### src/rtl/key_display_ctrl.sv
// Six-digit display controller for the key-search lifecycle: blank, live key snapshots, found key, or dashes.
// Optional found-key blink compiled in with `define KEY_DISPLAY_BLINK_EN.
module key_display_ctrl #(
  parameter int SAMPLE_CYCLES = 5000000,
  parameter int BLINK_CYCLES  = 25000000
) (
  input  logic        clk,
  input  logic        rst,
  input  logic        start,
  input  logic [23:0] cur_key,
  input  logic        done,
  input  logic        key_found,
  input  logic [23:0] found_key,
  output logic [4:0]  hex0,
  output logic [4:0]  hex1,
  output logic [4:0]  hex2,
  output logic [4:0]  hex3,
  output logic [4:0]  hex4,
  output logic [4:0]  hex5,
  output logic        busy
);

  localparam logic [4:0] CODE_DASH  = 5'd16;
  localparam logic [4:0] CODE_BLANK = 5'd17;

  localparam int SW = (SAMPLE_CYCLES > 2) ? $clog2(SAMPLE_CYCLES) : 1;
  localparam logic [SW-1:0] SAMPLE_LAST = SW'(SAMPLE_CYCLES - 1);

  typedef enum logic [1:0] {
    ST_IDLE,
    ST_SEARCH,
    ST_FOUND,
    ST_FAIL
  } state_t;

  state_t        state_q, state_d;
  logic [23:0]   key_q, key_d;
  logic [SW-1:0] sample_cnt_q, sample_cnt_d;
  logic [4:0]    hex_q [6];
  logic [4:0]    hex_d [6];
  logic          busy_q, busy_d;
  logic          blank_found;
  logic [4:0]    key_code [6];

  genvar gi;
  generate
    for (gi = 0; gi < 6; gi++) begin : g_nib
      assign key_code[gi] = {1'b0, key_d[4*gi+3:4*gi]};
    end
  endgenerate

`ifdef KEY_DISPLAY_BLINK_EN
  localparam int BW = (BLINK_CYCLES > 2) ? $clog2(BLINK_CYCLES) : 1;
  localparam logic [BW-1:0] BLINK_LAST = BW'(BLINK_CYCLES - 1);

  logic [BW-1:0] blink_cnt_q, blink_cnt_d;
  logic          blink_off_q, blink_off_d;

  // Blink phase only advances while staying in FOUND; any entry or exit restarts it showing the key.
  always_comb begin
    blink_cnt_d = '0;
    blink_off_d = 1'b0;
    if (state_q == ST_FOUND && state_d == ST_FOUND) begin
      if (blink_cnt_q == BLINK_LAST) begin
        blink_off_d = ~blink_off_q;
      end else begin
        blink_cnt_d = blink_cnt_q + 1'b1;
        blink_off_d = blink_off_q;
      end
    end
  end

  always_ff @(posedge clk) begin
    if (rst) begin
      blink_cnt_q <= '0;
      blink_off_q <= 1'b0;
    end else begin
      blink_cnt_q <= blink_cnt_d;
      blink_off_q <= blink_off_d;
    end
  end

  assign blank_found = blink_off_d;
`else
  assign blank_found = 1'b0;
`endif

  always_comb begin
    state_d      = state_q;
    key_d        = key_q;
    sample_cnt_d = '0;
    case (state_q)
      ST_IDLE: begin
        if (start) begin
          state_d = ST_SEARCH;
          key_d   = cur_key;
        end
      end
      ST_SEARCH: begin
        // done beats both a coincident start and a coincident sample wrap.
        if (done) begin
          state_d = key_found ? ST_FOUND : ST_FAIL;
          if (key_found) key_d = found_key;
        end else if (sample_cnt_q == SAMPLE_LAST) begin
          key_d = cur_key;
        end else begin
          sample_cnt_d = sample_cnt_q + 1'b1;
        end
      end
      default: begin
        if (start) begin
          state_d = ST_SEARCH;
          key_d   = cur_key;
        end
      end
    endcase
  end

  always_comb begin
    busy_d = (state_d == ST_SEARCH);
    for (int i = 0; i < 6; i++) begin
      hex_d[i] = CODE_BLANK;
      case (state_d)
        ST_SEARCH: hex_d[i] = key_code[i];
        ST_FOUND:  hex_d[i] = blank_found ? CODE_BLANK : key_code[i];
        ST_FAIL:   hex_d[i] = CODE_DASH;
        default:   hex_d[i] = CODE_BLANK;
      endcase
    end
  end

  always_ff @(posedge clk) begin
    if (rst) begin
      state_q      <= ST_IDLE;
      key_q        <= '0;
      sample_cnt_q <= '0;
      busy_q       <= 1'b0;
      for (int i = 0; i < 6; i++) hex_q[i] <= CODE_BLANK;
    end else begin
      state_q      <= state_d;
      key_q        <= key_d;
      sample_cnt_q <= sample_cnt_d;
      busy_q       <= busy_d;
      for (int i = 0; i < 6; i++) hex_q[i] <= hex_d[i];
    end
  end

  assign hex0 = hex_q[0];
  assign hex1 = hex_q[1];
  assign hex2 = hex_q[2];
  assign hex3 = hex_q[3];
  assign hex4 = hex_q[4];
  assign hex5 = hex_q[5];
  assign busy = busy_q;

endmodule

### config.mk
export PLATFORM = sky130hd
export DESIGN_NAME = key_display_ctrl
export DESIGN_NICKNAME = d
export VERILOG_FILES = /design/src/rtl/key_display_ctrl.sv
export SDC_FILE = /design/constraint.sdc
export NUM_CORES = 1
export LEC_CHECK = 0
export ABC_CLOCK_PERIOD_IN_PS = 3180
export CAP_MARGIN = 20
export CELL_PAD_IN_SITES_DETAIL_PLACEMENT = 0
export CELL_PAD_IN_SITES_GLOBAL_PLACEMENT = 1
export CORE_MARGIN = 2
export CORE_UTILIZATION = 39
export DETAILED_ROUTE_END_ITERATION = 7
export PLACE_DENSITY = 0.78
export SLEW_MARGIN = 20
export SYNTH_ARGS = -nofsm -noshare
export SYNTH_HDL_FRONTEND = slang
export SYNTH_SLANG_ARGS = --single-unit
### constraint.sdc
create_clock -name clk -period 3.18 [get_ports clk]
set_input_delay 0.318 -clock clk [delete_from_list [all_inputs] [get_ports clk]]
set_output_delay 0.318 -clock clk [all_outputs]
set_load 0.05 [all_outputs]
==> results.tsv <==
stage	metric	value	unit
setup_path	crit_buf_inv	0	
final_layout	fin_util	50.5	%
sta	rsz0062_at_grt	false	
routing	wire_per_inst	15.6	um
setup_path	slowest_delay	0.56	ns
global_routing	grt_pass1_vias	3065	
final_layout	area_delta_synth_final	27.3	%
flow_run	maxCapViolCount	0	
setup_path	criticalPathCategory	reg -> reg	
placed_design	place_inst	586	
final_layout	antennaDiodeCount	0	
clock_tree	cts_resized	0	
setup_path	crit_family	simple AND/OR/NAND/NOR gates	
setup_path	reg2reg_from	sample_cnt_q[10]	
clock_tree	cts_buffer_depth	2	
final_layout	final_nets	521	
sta	tightest_slew	0.876	ns
floorplan	die_h	103	um
floorplan	initial_core_util	39.7	%
routing	drtIter0Drc	125	
yosys	synth-edff-count	0	
yosys	ys_warn_count	0	
yosys	synth_nets	445	
sta	period_share	79.7	%
global_routing	grt_usage	18.0	%
setup_path	reg2reg_slack	0.64	ns
global_routing	antenna_found_initial	0	
routing	drc	0	
floorplan	io_pins	84	
setup_path	required	3.42	ns
sta	hold_ws	0.471	ns
global_routing	grt_pass1_wl	15.0	mm
power_and_ir_drop	peakVddDrop	248	uV
floorplan	die_x	103	um
placed_design	gp_congestion	0.815	
sta	clock_skew	0.00916	ns
final_layout	drive_above_1_share	12.0	%
yosys	synth_cell_types	45	
yosys	synth_cells	388	
final_layout	layout_commonest_cell	clkdlybuf4s50_1	
floorplan	die_area	0.0107	sq mm
final_layout	fin_cells	600	
setup_path	startpoint	sample_cnt_q[10]	
setup_path	cp_slowest_cell	or4_4	
setup_path	crit_path_end_kind	flop	
routing	vias_per_cell	5.27	
setup_path	path_cells	or4_4 -> nor4_4 -> nand4_4 -> o221a_2 -> and3b_1	
yosys	synth-seq-cells	75	
placed_design	dpl_worst_slack	0.458	ns
setup_path	start_kind	flop	
routing	drt_pre_antenna_iters	4	
sta	fin_setup_tns	0	ns
clock_tree	clockRootBuffer	clkbuf_8	
yosys	syn_avg_cell_area	9.90	sq um
clock_tree	h-tree-depth	3	
clock_tree	hold_buffers	0	
yosys	async_flop_share	0	%
clock_tree	clkLatencyLatePin	0.34	ns
clock_tree	numCtsBuffers	9	
final_layout	mostFrequentLayoutCells	83 x clkdlybuf4s50_1, 75 x dfxtp_1, 50 x nor2_1, 49 x mux2i_1, 23 x nand2_1	
sta	timing.fmax	0.394	GHz
clock_tree	clock-sinks	75	
outcome	status	finished clean	
final_layout	num-fill-cells	910	
sta	drv_slew	0	
routing	final_antenna_net_count	0	
global_routing	gr-total-overflow	0	
floorplan	std_cell_rows	36	
routing	totalWireLength	9.38	mm
sta	maxSlewHeadroom	41.1	%
placed_design	hpwl	6.39	mm
sta	finalCriticalPeriod	2.54	ns
setup_path	path_depth	5	
setup_path	critPathMaxFanout	19	
power_and_ir_drop	p_leak	1.92	nW
floorplan	core_area	0.00968	sq mm
clock_tree	path_clk_slew	0.08	ns
setup_path	ff2ff_path_depth	5	
sta	hold_viol	0	
clock_tree	cts_tree	built	
setup_path	crit_end	hex_q[4][3]	
global_routing	grt_max_degree	26	
setup_path	crit_arrival	2.77	ns
clock_tree	post_cts_buffers	0	
worst_hold_path	min_path_type	reg -> reg	
sta	setup_violations	0	
yosys	seq_area_frac_synth	39.1	%
setup_path	critical_path.reg2reg.endpoint	hex_q[4][3]	
power_and_ir_drop	power.density	488	mW/mm^2
yosys	ys.flop_type	dfxtp_1	
yosys	synthesis.area	0.00384	sq mm
routing	vias	3164	
placed_design	place.port_buffers	83	
sta	fin_ws	0.644	ns
[kinds of logic (layout without fill, tap and decap cells)]
logic type | count (synthesis) | count (layout) | share of synthesized area [%]
simple gates | 128 | 128 | 18.1
compound gates | 76 | 76 | 17.1
flops | 75 | 75 | 39.1
mux | 49 | 49 | 12.8
buf+inv | 35 | 114 | 6.94
xor+xnor | 21 | 21 | 4.79
fa+ha+maj | 4 | 4 | 1.30
[layer usage]
metal	track usage [%]	part of all wire, %
met5	0	0
met1	23.7	47
met4	5.36	1.2
met2	29.7	46
met3	4.03	5.9
[cell usage after synthesis, types with 2 or more instances]
cell type,number,area share (%)
a21oi_1,19,2.5
and3b_1,5,1.1
clkbuf_1,8,0.78
a211oi_1,6,1.2
a41o_2,6,1.8
buf_6,6,1.8
dlygate4sd3_1,2,0.52
buf_2,3,0.39
nand4_1,4,0.65
xnor2_1,6,1.4
and2_1,2,0.33
nand3_1,13,1.7
ha_1,4,1.3
inv_1,4,0.39
and3_1,3,0.49
clkbuf_8,3,1.1
nor2b_1,5,0.81
nand2_1,23,2.2
nand2b_1,3,0.49
xor2_1,15,3.4
dfxtp_1,75,39
o221a_4,5,2.6
nor3_1,6,0.78
o221ai_1,6,1.4
o21ai_0,6,0.78
o221a_2,8,2.3
a221oi_1,18,4.1
and4_2,2,0.52
mux2i_1,49,13
nor2_1,50,4.9
buf_4,6,1.2
nor2b_4,4,1.4
[worst min path at each step]
stage	startpoint	endpoint	cells past startpoint
final	sample_cnt_q[0]	sample_cnt_q[0]	1
after global routing	sample_cnt_q[0]	sample_cnt_q[0]	1
after CTS	sample_cnt_q[0]	sample_cnt_q[0]	1
after detailed placement	sample_cnt_q[0]	sample_cnt_q[0]	1
after global placement	sample_cnt_q[0]	sample_cnt_q[0]	1
after floorplan	sample_cnt_q[0]	sample_cnt_q[0]	1
[stage by stage]
step	instance area, sq um	power (mW)
5_1_grt	4890	2.49
2_1_floorplan	3840	1.44
4_1_cts	4890	2.42
3_3_place_gp	4690	1.62
3_5_place_dp	4690	1.62
6_report	4890	2.39
[report_power, final]
group | switching (mW) | internal, mW
Clock | 0.347 | 0.437
Combinational | 0.319 | 0.242
Sequential | 0.0368 | 1.00
Total | 0.703 | 1.68
[sequential cells by signal (all words and copies together) (netlist names)]
name and flops:
state_q 2, key_q 24, hex_q 25, sample_cnt_q 23, busy 1
[area by class of cell]
type / instances / area, sq um / area share (%)
clock inverter: 4 / 76.3 / 1.56
tap: 133 / 166 / 3.40
inverter: 4 / 15.0 / 0.307
sequential: 75 / 1500 / 30.7
clock buffer: 10 / 128 / 2.61
timing repair buffer: 96 / 928 / 19.0
multi-input combinational: 278 / 2070 / 42.4
(Power assumes the default switching activity.)
